### src/rtl/mul_lo_seq_pkg.sv
// Shared constants, state encoding and the RUN-termination helper for mul_lo_seq.
// The helper honours MUL_LO_EARLY_EXIT_EN (undefined by default: fixed 32-step RUN).
package mul_lo_seq_pkg;

  localparam int unsigned MUL_WIDTH = 32;
  localparam int unsigned MUL_CNT_W = 5;

  typedef enum logic [1:0] {
    IDLE = 2'd0,
    RUN  = 2'd1,
    DONE = 2'd2
  } mul_state_e;

  // True when the current RUN step is the final one.
  function automatic logic run_last_step(input logic [MUL_CNT_W-1:0] cnt,
                                         input logic [MUL_WIDTH-1:0] mplier);
    logic last;
    last = (cnt == MUL_CNT_W'(MUL_WIDTH - 1));
`ifdef MUL_LO_EARLY_EXIT_EN
    // No multiplier bits left above the one consumed this step.
    last = last || ((mplier >> 1) == '0);
`else
    last = last || (mplier == '1 && 1'b0);
`endif
    return last;
  endfunction

endpackage

### src/rtl/adder.sv
// 32-bit carry-lookahead adder: 4-bit lookahead groups, group carries chained.
// Purely combinational; carry out of bit 31 is discarded.
module adder (
  input  logic [31:0] a,
  input  logic [31:0] b,
  output logic [31:0] sum
);

  logic [31:0] w_g;
  logic [31:0] w_p;

  assign w_g = a & b;
  assign w_p = a ^ b;

  always_comb begin
    logic       cin;
    logic [3:0] g;
    logic [3:0] p;
    logic [3:0] c;
    sum = '0;
    cin = 1'b0;
    for (int unsigned k = 0; k < 8; k++) begin
      g = w_g[4*k +: 4];
      p = w_p[4*k +: 4];
      c[0] = cin;
      c[1] = g[0] | (p[0] & cin);
      c[2] = g[1] | (p[1] & g[0]) | (p[1] & p[0] & cin);
      c[3] = g[2] | (p[2] & g[1]) | (p[2] & p[1] & g[0]) | (p[2] & p[1] & p[0] & cin);
      sum[4*k +: 4] = p ^ c;
      cin = g[3] | (p[3] & g[2]) | (p[3] & p[2] & g[1]) | (p[3] & p[2] & p[1] & g[0])
          | (p[3] & p[2] & p[1] & p[0] & cin);
    end
  end

endmodule

### src/rtl/mul_lo_seq.sv
// Iterative 32x32 shift-add multiplier (low 32 product bits) around `adder`.
// Optional MUL_LO_EARLY_EXIT_EN ends RUN once no multiplier bits remain.
module mul_lo_seq
  import mul_lo_seq_pkg::*;
#(
  parameter int unsigned WIDTH = MUL_WIDTH,
  parameter int unsigned CNT_W = MUL_CNT_W
) (
  input  logic             clk,
  input  logic             rst_n,
  input  logic             in_valid,
  output logic             in_ready,
  input  logic [WIDTH-1:0] op_a,
  input  logic [WIDTH-1:0] op_b,
  output logic             out_valid,
  input  logic             out_ready,
  output logic [WIDTH-1:0] result,
  output logic             busy
);

  mul_state_e       r_state;
  logic [WIDTH-1:0] r_mcand;
  logic [WIDTH-1:0] r_mplier;
  logic [WIDTH-1:0] r_acc;
  logic [CNT_W-1:0] r_cnt;
  logic             r_in_ready;
  logic             r_out_valid;
  logic             r_busy;

  logic [WIDTH-1:0] w_sum;
  logic [WIDTH-1:0] w_acc_nxt;
  logic             w_last;

  adder u_adder (
    .a   (r_acc),
    .b   (r_mcand),
    .sum (w_sum)
  );

  assign w_acc_nxt = r_mplier[0] ? w_sum : r_acc;
  assign w_last    = run_last_step(r_cnt, r_mplier);

  always_ff @(posedge clk or negedge rst_n) begin
    if (!rst_n) begin
      r_state     <= IDLE;
      r_mcand     <= '0;
      r_mplier    <= '0;
      r_acc       <= '0;
      r_cnt       <= '0;
      r_in_ready  <= 1'b1;
      r_out_valid <= 1'b0;
      r_busy      <= 1'b0;
    end else begin
      case (r_state)
        IDLE: begin
          if (in_valid) begin
            r_mcand    <= op_a;
            r_mplier   <= op_b;
            r_acc      <= '0;
            r_cnt      <= '0;
            r_state    <= RUN;
            r_in_ready <= 1'b0;
            r_busy     <= 1'b1;
          end
        end
        RUN: begin
          r_acc    <= w_acc_nxt;
          r_mcand  <= r_mcand << 1;
          r_mplier <= r_mplier >> 1;
          r_cnt    <= r_cnt + 1'b1;
          if (w_last) begin
            r_state     <= DONE;
            r_out_valid <= 1'b1;
          end
        end
        DONE: begin
          if (out_ready) begin
            r_state     <= IDLE;
            r_out_valid <= 1'b0;
            r_in_ready  <= 1'b1;
            r_busy      <= 1'b0;
          end
        end
        default: begin
          r_state     <= IDLE;
          r_in_ready  <= 1'b1;
          r_out_valid <= 1'b0;
          r_busy      <= 1'b0;
        end
      endcase
    end
  end

  assign in_ready  = r_in_ready;
  assign out_valid = r_out_valid;
  assign busy      = r_busy;
  // acc is frozen in DONE, so the result is stable for the whole handshake.
  assign result    = r_acc;

endmodule

### config.mk
export PLATFORM = sky130hd
export DESIGN_NAME = mul_lo_seq
export DESIGN_NICKNAME = d
export VERILOG_FILES = /design/src/rtl/mul_lo_seq_pkg.sv /design/src/rtl/adder.sv /design/src/rtl/mul_lo_seq.sv
export SDC_FILE = /design/constraint.sdc
export NUM_CORES = 1
export LEC_CHECK = 0
export ABC_AREA = 1
export BUFFER_PORTS_ARGS = -buffer_cell sky130_fd_sc_hd__buf_2
export CAP_MARGIN = 10
export CORE_MARGIN = 1.5
export CORE_UTILIZATION = 60
export DETAILED_ROUTE_END_ITERATION = 7
export GPL_ROUTABILITY_DRIVEN = 0
export PLACE_DENSITY = 0.87
export SLEW_MARGIN = 20
export SYNTH_ARGS = -nofsm -noshare
export SYNTH_HDL_FRONTEND = slang
export SYNTH_HIERARCHICAL = 1
export SYNTH_SLANG_ARGS = --single-unit
### constraint.sdc
create_clock -name clk -period 5.19 [get_ports clk]
set_input_delay 0.2595 -clock clk [delete_from_list [all_inputs] [get_ports clk]]
set_output_delay 0.2595 -clock clk [all_outputs]
set_load 0.05 [all_outputs]
== Word level (Yosys, flattened, before mapping) ==
Index checks and enable logic that the tools add are counted.
Word-level totals
  input port bits: 68
  register bits after elaboration: 106
Operators by class
  mux-type cells: 21
  eq/ne operators: 7
  reduce and logical (&&, ||, !) cells: 7
  bitwise gates (word level): 198
  $add $sub $neg: 1
Operators with widths (number)
  one-hot mux 32 bit (2 select lines): 3
  two-way mux 32 bit: 4
  bitwise AND 1 bit: 114
  bitwise OR 1 bit: 72
  XOR 32 bit: 1
  XOR 4 bit: 8
  bitwise AND 31 bit: 1
  AND reduction 3 bit: 4
  one-hot mux 5 bit (2 select lines): 1
  one-hot mux 1 bit (3 select lines): 3
  != test 2 bit, second input constant: 4
  two-way mux 2 bit: 3
  one-hot mux 2 bit (3 select lines): 1
  adder 5 x 1 -> 5 bit, second input constant: 1
  equality test 5 bit, second input constant: 1
  two-way mux 1 bit: 5
  two-way mux 5 bit: 1
  equality test 2 x 1 -> 1 bit, second input constant: 1
  equality test 2 bit, second input constant: 1
  logical NOT 2 bit: 1
  NOT 1 bit: 2
  AND reduction 2 bit: 1
  nonzero test 2 bit: 1

== Depth between registers and ports, before layout ==
Gate-level depths: netlist (run 1).
  depth in word-level cells: 22
  depth in mapped cells: 23
  gate-level depth less buffers: 23

== Modules after synthesis ==
Netlist (run 1), hierarchy kept.
Modules (own cells, without submodules)
  mul_lo_seq: seq. area each 2653.8 um2, cells each 544, instances 1, area each 4710.8 um2
  adder: seq. area each 0.0 um2, cells each 171, instances 1, area each 1293.7 um2

== Worst setup path after synthesis (run 1) ==
No wires, ideal clock.
  path type: register to register
  start point: register r_acc[3] (netlist: result[3])
  end point: register r_acc[29] (netlist: result[29])
  period minus slack after synthesis: 2764 ps
  setup time: 120 ps
  cell stages (with the launch flop): 21
  slack: 2426 ps
  path buffers: 0
  data required time: 5070 ps
  arrival: 2643 ps
  cell sequence: dfrtp_1 ha_1 or2_0 nand2_1 nand2_2 nand2_2 nand2_4 nand2_4 nand2_4 nand2_4 nand2_4 nand2_4 nand2_4 nand2_4 nand2_4 nand2_2 nand2_2 fa_1 xor2_1 nand2_1 nand2_1
On the way
  longest elaborated chain between the ends: 22
  elaborated cells on any way between the ends: 27
  classes of those cells: mux (2); bitwise (25)
Ends and longest elaborated chain
  start, declared: RTL line mul_lo_seq.sv:24  | logic [WIDTH-1:0] r_acc;
  start signal, assigned: RTL line mul_lo_seq.sv:67  | r_acc <= w_acc_nxt;
  XOR 32 bit: RTL line adder.sv:13  | assign w_p = a ^ b;
  bitwise AND 1 bit: RTL line adder.sv:30  | cin = g[3] | (p[3] & g[2]) | (p[3] & p[2] & g[1]) | (p[3] & p[2] & p[1] & g[0])
  bitwise OR 1 bit / bitwise AND 1 bit (equally long branches) (2 in series): RTL line adder.sv:30
  bitwise OR 1 bit (*): RTL line adder.sv:30
  bitwise AND 1 bit (*): RTL line adder.sv:31  | | (p[3] & p[2] & p[1] & p[0] & cin);
  bitwise OR 1 bit (*): RTL line adder.sv:31
  bitwise AND 1 bit (*): RTL line adder.sv:31
  bitwise OR 1 bit (*): RTL line adder.sv:31
  [... 6 more ...]
  bitwise AND 1 bit (*): RTL line adder.sv:31
  bitwise OR 1 bit (*): RTL line adder.sv:31
  bitwise AND 1 bit (*): RTL line adder.sv:26  | c[1] = g[0] | (p[0] & cin);
  bitwise OR 1 bit (*): RTL line adder.sv:26
  XOR 4 bit (*): RTL line adder.sv:29  | sum[4*k +: 4] = p ^ c;
  two-way mux 32 bit (*): RTL line mul_lo_seq.sv:40  | assign w_acc_nxt = r_mplier[0] ? w_sum : r_acc;
  net w_acc_nxt[29]: RTL line mul_lo_seq.sv:31  | logic [WIDTH-1:0] w_acc_nxt;
  one-hot mux 32 bit (2 select lines) (*): RTL line mul_lo_seq.sv:54  | case (r_state)
The timed path passes the listed nets; every way through them passes the cells marked *. The select of a mux whose other input is x is not followed.
A chain may end at the register's enable or synchronous reset.

== Final worst setup path (run 1) ==
Ends and elaborated chain as after synthesis.

==> impl_metrics.toml, run 1 <==
[outcome]
status = "completed"

[critical_path]
cp_common_cell = "nand2_4"
crit_end = "result[29]"
worstPathCellList = "ha_1 -> or2_0 -> nand2_1 -> nand2_2 -> nand2_2 -> nand2_4 -> nand2_4 -> nand2_4 -> nand2_4 -> nand2_4 -> nand2_4 -> nand2_4 -> nand2_4 -> nand2_4 -> nand2_2 -> nand2_2 -> fa_1 -> xor2_1 -> nand2_1 -> nand2_1"
critical_path_class = "flip-flop to flip-flop"
max_stage_delay_ns = 0.41
crit_path_end_kind = "flip-flop"
cp-start-kind = "flip-flop"
cp_slowest_cell = "dfrtp_1"
worstPathArrival_ns = 2.97
r2r_start = "result[3]"
r2r-end = "result[29]"
path_max_fanout = 4
worstPathRequired_ns = 5.46
rrSetupSlack_ns = 2.49
cp-startpoint = "result[3]"
r2r_cells = 20

[logic_synthesis]
yosys_warnings = 6
synth.avg_cell_area_um2 = 8.40
synth_fp_nets = 824
synth_edf_count = 0
synth_ff_type = "dfrtp_1"
synth-seq-cells = 106
synth_cells = 715
synth.distinct_cells = 27
async_reset_ff_share_pct = 100
ys_seq_area_share_pct = 44.2
syn_area_um2 = 6000

[sta]
finClkSkew_ns = 0.0134
clock.fmax_mhz = 371
rsz0062_at_grt = "no"
finalCritPeriodShare_pct = 52.0
worst_pin_slew_ns = 0.761
fin_setup_tns_ns = 0
period_minus_slack_ns = 2.70
hold_viol = 0
layout_setup_ws_ns = 2.49
slew_violations = 0
relSlewSlack_pct = 49.1
report.final.setup_viol = 0

[worst_hold_path]
min-delay-path-class = "input pin to flip-flop"

[power_and_ir_drop]
comb_power_share_pct = 51.7
intPower_mw = 2.12
p_sw_mw = 2.03
clock_power_share_pct = 13.0
p_seq_share_pct = 35.3
powerDensity_nw_per_um2 = 618
p_total_mw = 4.15
p_sw_share_pct = 48.9
ir_worst_vdd_mv = 0.267
p_leak_nw = 3.65

[finish]
nFillCells = 775
area_delta_synth_final_pct = 11.8
diodes = 0
drive_above_1_share_pct = 18.6
nets = 901
final_area_um2 = 6720

[place]
portBuffers = 102
placed_cell_area_um2 = 6490
dp_hpwl_um = 9580
pre_cts_slack_ns = 2.49

[die]
num_rows = 36
die-width_um = 103
start_util_pct = 61.7
dieArea_um2 = 10600
io_pins = 103
die_h_um = 103
core_um2 = 9730

[global_routing]
grt_max_degree = 83
grt_pass1_wl_um = 23600
antenna_found_initial = 0
overflow = 0
first_global_vias = 5237
track_usage_pct = 28.6

[clocking]
root_buffer = "clkbuf_8"
clkTransAtPathRegs_ns = 0.10
cts_buffer_depth = 2
h-tree-depth = 3
numCtsBuffers = 9
cts_resized = 0
post_cts_buffers = 0
tritoncts = "done"
clkLatencyLatePin_ns = 0.38
cts.sinks = 106

[drt]
vias = 5479
routed_via_density = 5.89
drtIter0Drc = 466
finalWirelength_um = 14500
drc_errors = 0
first_pass_iters = 5
post_drt_wl_per_cell_um = 15.6
ant_nets = 0

[job]
cap_violations = 0
synthesized netlist by cell type, drive strengths merged, types with 2 or more instances:
cell	instances	share of area, %
nand3	241	20
inv	19	1.2
o21bai	2	0.25
dfrtp	105	44
ha	33	6.9
xnor2	5	0.73
fa	8	2.7
o21ai	5	0.42
nand2	190	13
nor2	23	1.7
clkbuf	9	0.56
nand4	3	0.31
a21oi	17	1.4
xor2	16	2.3
buf	34	3.4
what timing repair did:
item	CTS	global route
hold endpoints to repair	24	0
hold buffers	1	0
endpoints found under the setup margin	0	0
critical path: cells and delay by family, from the launching register on:
kind	cells	cell delay, ns
AND/OR/NAND/NOR	17	1.32
flip-flops	1	0.41
adder cells (fa/ha/maj)	2	0.73
XOR/XNOR	1	0.15
flip-flops by register name, summed over array words and instances, names as in the netlist:
| register | cells |
|---|---|
| busy | 1 |
| in_ready | 1 |
| out_valid | 1 |
| r_cnt | 5 |
| r_mcand | 32 |
| r_mplier | 32 |
| r_state | 2 |
| result | 32 |
power by group through the flow:
stage          clock network (mW)  registers, mW  logic, mW
2_1_floorplan                   0           1.80       1.31
3_3_place_gp                    0           1.45       2.02
3_5_place_dp                    0           1.47       2.13
4_1_cts                     0.544           1.46       2.14
5_1_grt                     0.572           1.51       2.37
6_report                    0.538           1.46       2.15
worst min-delay path by stage:
stage	from	endpoint	slack [ns]	cells past startpoint
after floorplan	rst_n	busy	-0.04	0
after global placement	rst_n	result[6]	0.19	1
after detailed placement	rst_n	result[6]	0.19	1
after CTS	op_a[0]	r_mcand[0]	0.07	3
after global routing	op_a[0]	r_mcand[0]	0.08	3
final	op_a[0]	r_mcand[0]	0.07	3
stage by stage:
stage	hold slack (ns)	util [%]	instances
after global placement	0.189	66.7	913
after global routing	0.0818	69.0	930
after floorplan	-0.0361	-	715
after CTS	0.0669	69.0	930
after detailed placement	0.193	66.7	913
final	0.0724	69.0	930
per-layer routing:
layer / vias to the layer above / GRT usage (%) / wire length (um) / share of wire, %
li1: 2568 / - / - / -
met3: 39 / 4.88 / 1080 / 7.5
met5: - / 0 / 0 / 0
met4: 0 / 12.9 / 366 / 2.5
met1: 2623 / 37.4 / 6080 / 42
met2: 249 / 47.0 / 6990 / 48
cells in the final DEF, fill, tap and decap left out, types with 2 or more instances in the layout:
master and count:
nand2_4 9, nand4_1 3, inv_2 3, buf_4 6
nand2_1 172, ha_1 33, fa_1 8, xnor2_1 5
nor2_4 2, clkbuf_8 11, o21ai_0 5, buf_2 101
dfrtp_1 105, nand2_2 9, nor2_1 21, inv_1 16
o21bai_1 2, a21oi_1 17, nand3_1 241, xor2_1 16
logic make-up after synthesis:
logic type | share of synthesized area [%]
AND/OR/NAND/NOR | 35.8
flip-flops | 44.2
buffers and inverters | 5.17
adder cells (fa/ha/maj) | 9.54
AO/OA/AOI/OAI | 2.25
XOR/XNOR | 3.06
layout make-up:
class	instances	area, um^2	area share [%]
Clock inverter	5	60.1	0.894
Timing Repair Buffer	109	572	8.51
Clock buffer	11	151	2.25
Tap cell	133	166	2.48
Inverter	19	71.3	1.06
Multi-Input combinational cell	547	3040	45.3
Sequential cell	106	2650	39.5
(Power assumes the default switching activity.)
==> inputs of run 2 (changes only) <==
--- a/config.mk
+++ b/config.mk
@@ -5,14 +5,14 @@
 export SDC_FILE = /design/constraint.sdc
 export NUM_CORES = 1
 export LEC_CHECK = 0
-export ABC_AREA = 1
+export ABC_AREA = 0
 export BUFFER_PORTS_ARGS = -buffer_cell sky130_fd_sc_hd__buf_2
 export CAP_MARGIN = 10
 export CORE_MARGIN = 1.5
-export CORE_UTILIZATION = 60
+export CORE_UTILIZATION = 52
 export DETAILED_ROUTE_END_ITERATION = 7
 export GPL_ROUTABILITY_DRIVEN = 0
-export PLACE_DENSITY = 0.87
+export PLACE_DENSITY = 0.79
 export SLEW_MARGIN = 20
 export SYNTH_ARGS = -nofsm -noshare
 export SYNTH_HDL_FRONTEND = slang
==> constraint.sdc (replaced) <==
create_clock -name clk -period 2.4 [get_ports clk]
set_input_delay 0.12 -clock clk [delete_from_list [all_inputs] [get_ports clk]]
set_output_delay 0.12 -clock clk [all_outputs]
set_load 0.05 [all_outputs]
==> impl_metrics.toml, run 2 <==
[outcome]
status = "finished with violations"
violations = "setup timing"

[global_routing]
first_global_vias = 5747
track_usage_pct = 27.0
grt_pass1_wl_um = 27400
antenna_found_initial = 0
overflow = 0
grt_max_degree = 75

[critical_path]
worstPathRequired_ns = 2.65
critical_path_class = "flip-flop to flip-flop"
cp-start-kind = "flip-flop"
r2r-end = "result[25]"
rrSetupSlack_ns = -0.28
worstPathArrival_ns = 2.92
crit_path_end_kind = "flip-flop"
r2r_cells = 11
r2r_start = "result[2]"
path_max_fanout = 4

[drt]
wl_met2_um = 8440
first_pass_iters = 5
vias = 5665
post_drt_wl_per_cell_um = 18.1
drtIter0Drc = 457
ant_nets = 0
finalWirelength_um = 17000
drc_errors = 0
wl_met1_um = 7270
routed_via_density = 6.01
highest_layer = "met4"
route.met3.wl_um = 903

[finish]
area_delta_synth_final_pct = 29.1
multi_input_area_um2 = 3660
nFillCells = 860
diodes = 0
drive_above_1_share_pct = 36.3
nets = 903
fin_cells = 942
mostFrequentLayoutCells = "buf_2, buf_4, dfrtp_1"
final_area_um2 = 8080
regArea_um2 = 2690
final_common_cell = "buf_2"

[clocking]
cts.sinks = 106
clkLatencyLatePin_ns = 0.36
h-tree-depth = 3
cts_buffer_depth = 2
tritoncts = "done"
clkTransAtPathRegs_ns = 0.07
root_buffer = "clkbuf_16"
numCtsBuffers = 9

[sta]
period_minus_slack_ns = 2.68
relSlewSlack_pct = 62.3
slew_violations = 0
finalCritPeriodShare_pct = 111
clock.fmax_mhz = 374
hold_viol = 0
worst_pin_slew_ns = 0.566
layout_setup_ws_ns = -0.276
fin_hold_ws_ns = 0.0206
finClkSkew_ns = 0.00989
report.final.setup_viol = 22
fin_setup_tns_ns = -2.72
rsz0062_at_grt = "yes"

[logic_synthesis]
async_reset_ff_share_pct = 100
ys_seq_area_share_pct = 42.4
syn_area_um2 = 6260
synth_fp_nets = 742
synth.top_cells.by_count = "dfrtp_1, a21oi_1, nor2b_1"
synth-seq-cells = 106
synth.distinct_cells = 51
synth_top_area_share_pct = 42.0
synth_compound_gate_area_share_pct = 29.1
synth.avg_cell_area_um2 = 9.88
synthMuxAreaShare_pct = 0.160
yosys_warnings = 6
synth_top_area_cell = "dfrtp_1"
yosys.cell_count.top_type = "dfrtp_1"
synth_cells = 633
yosys.area_share.adder_pct = 9.16
yosys-top-cells-area = "dfrtp_1, a22oi_1, a21oi_1, ha_1, nor2b_1"
synthSimpleGateAreaFrac_pct = 10.8
synthXorXnorAreaFrac_pct = 3.22
synth_ff_type = "dfrtp_1"
synth_edf_count = 0
synth_top_family_by_area = "compound AO/OA/AOI/OAI gates"

[power_and_ir_drop]
powerDensity_nw_per_um2 = 1390
p_leak_nw = 3.75
ir_worst_vdd_mv = 0.682

[die]
io_pins = 103
die_h_um = 113
start_util_pct = 54.1
core_um2 = 11600
num_rows = 39
dieArea_um2 = 12700
die-width_um = 113

[worst_hold_path]
hold_start = "op_a[2]"
min-delay-path-class = "input pin to flip-flop"
holdPathEnd = "r_mcand[2]"
holdPathStages = 3

[place]
dp.cells = 911
placed_cell_area_um2 = 7560
dp_hpwl_um = 11100
portBuffers = 102

[job]
cap_violations = 0
run 2: layout make-up:
class / instances / area share, %
well taps: 143 / 2.21
flip-flops and latches: 106 / 33.3
multi-input cells: 471 / 45.3
repair buffers: 194 / 15.3
inverters: 12 / 0.558
clock buffers: 10 / 2.83
clock inverters: 6 / 0.589
run 2: how the worst max path moves through the flow:
stage	to	cells after the start	start
2_1_floorplan	result[17]	11	result[3]
3_3_place_gp	result[17]	11	r_mcand[3]
3_5_place_dp	result[28]	10	result[9]
4_1_cts	result[28]	11	result[9]
5_1_grt	result[28]	10	result[14]
6_report	result[25]	11	result[2]
run 2: logic make-up after synthesis:
family	after synthesis
buffers and inverters	56
and+or+nand+nor	120
DFF	106
AOI/OAI and AO/OA	286
xor gates and xnor gates	23
muxes	1
adders and majority gates	41
run 2: power breakdown:
| group | leakage, nW | switching, mW | internal, mW | total (mW) |
|---|---|---|---|---|
| sequential | 1.33 | 0.703 | 2.55 | 3.25 |
| clock | 0.134 | 0.718 | 0.718 | 1.44 |
| combinational | 2.28 | 3.62 | 2.92 | 6.54 |
| total | 3.75 | 5.04 | 6.18 | 11.2 |
run 2: metrics by stage:
step,utilization [%],setup WS [ns],power (mW)
final,69.9,-0.276,11.2
after global routing,69.9,-0.370,12.0
after CTS,68.9,-0.216,11.0
after detailed placement,65.3,-0.201,9.36
after global placement,65.3,-0.105,9.05
after floorplan,-,-0.182,7.53
run 2: what timing repair did:
| action | 4_1_cts | 5_1_grt |
|---|---|---|
| hold endpoints to repair | 32 | 0 |
| pin swaps | 7 | 24 |
| hold buffers | 1 | 0 |
| setup endpoints to repair | 11 | 23 |
| resized for setup | 8 | 20 |
| setup buffers | 11 | 5 |
run 2: per-layer routing:
metal	global-route usage [%]	vias to the layer above
li1	-	2650
met1	35.0	2800
met2	44.6	184
met3	6.32	31
met4	9.70	0
met5	0	-
run 2: critical path: stages (launching register included):
cell	delay (ns)
dfrtp_2	0.44
ha_4	0.28
a41oi_4	0.21
o21ai_4	0.13
nand3_1	0.12
o211ai_2	0.13
buf_4	0.17
or2_4	0.23
a21o_1	0.17
fa_2	0.33
xor2_1	0.15
a22o_1	0.20
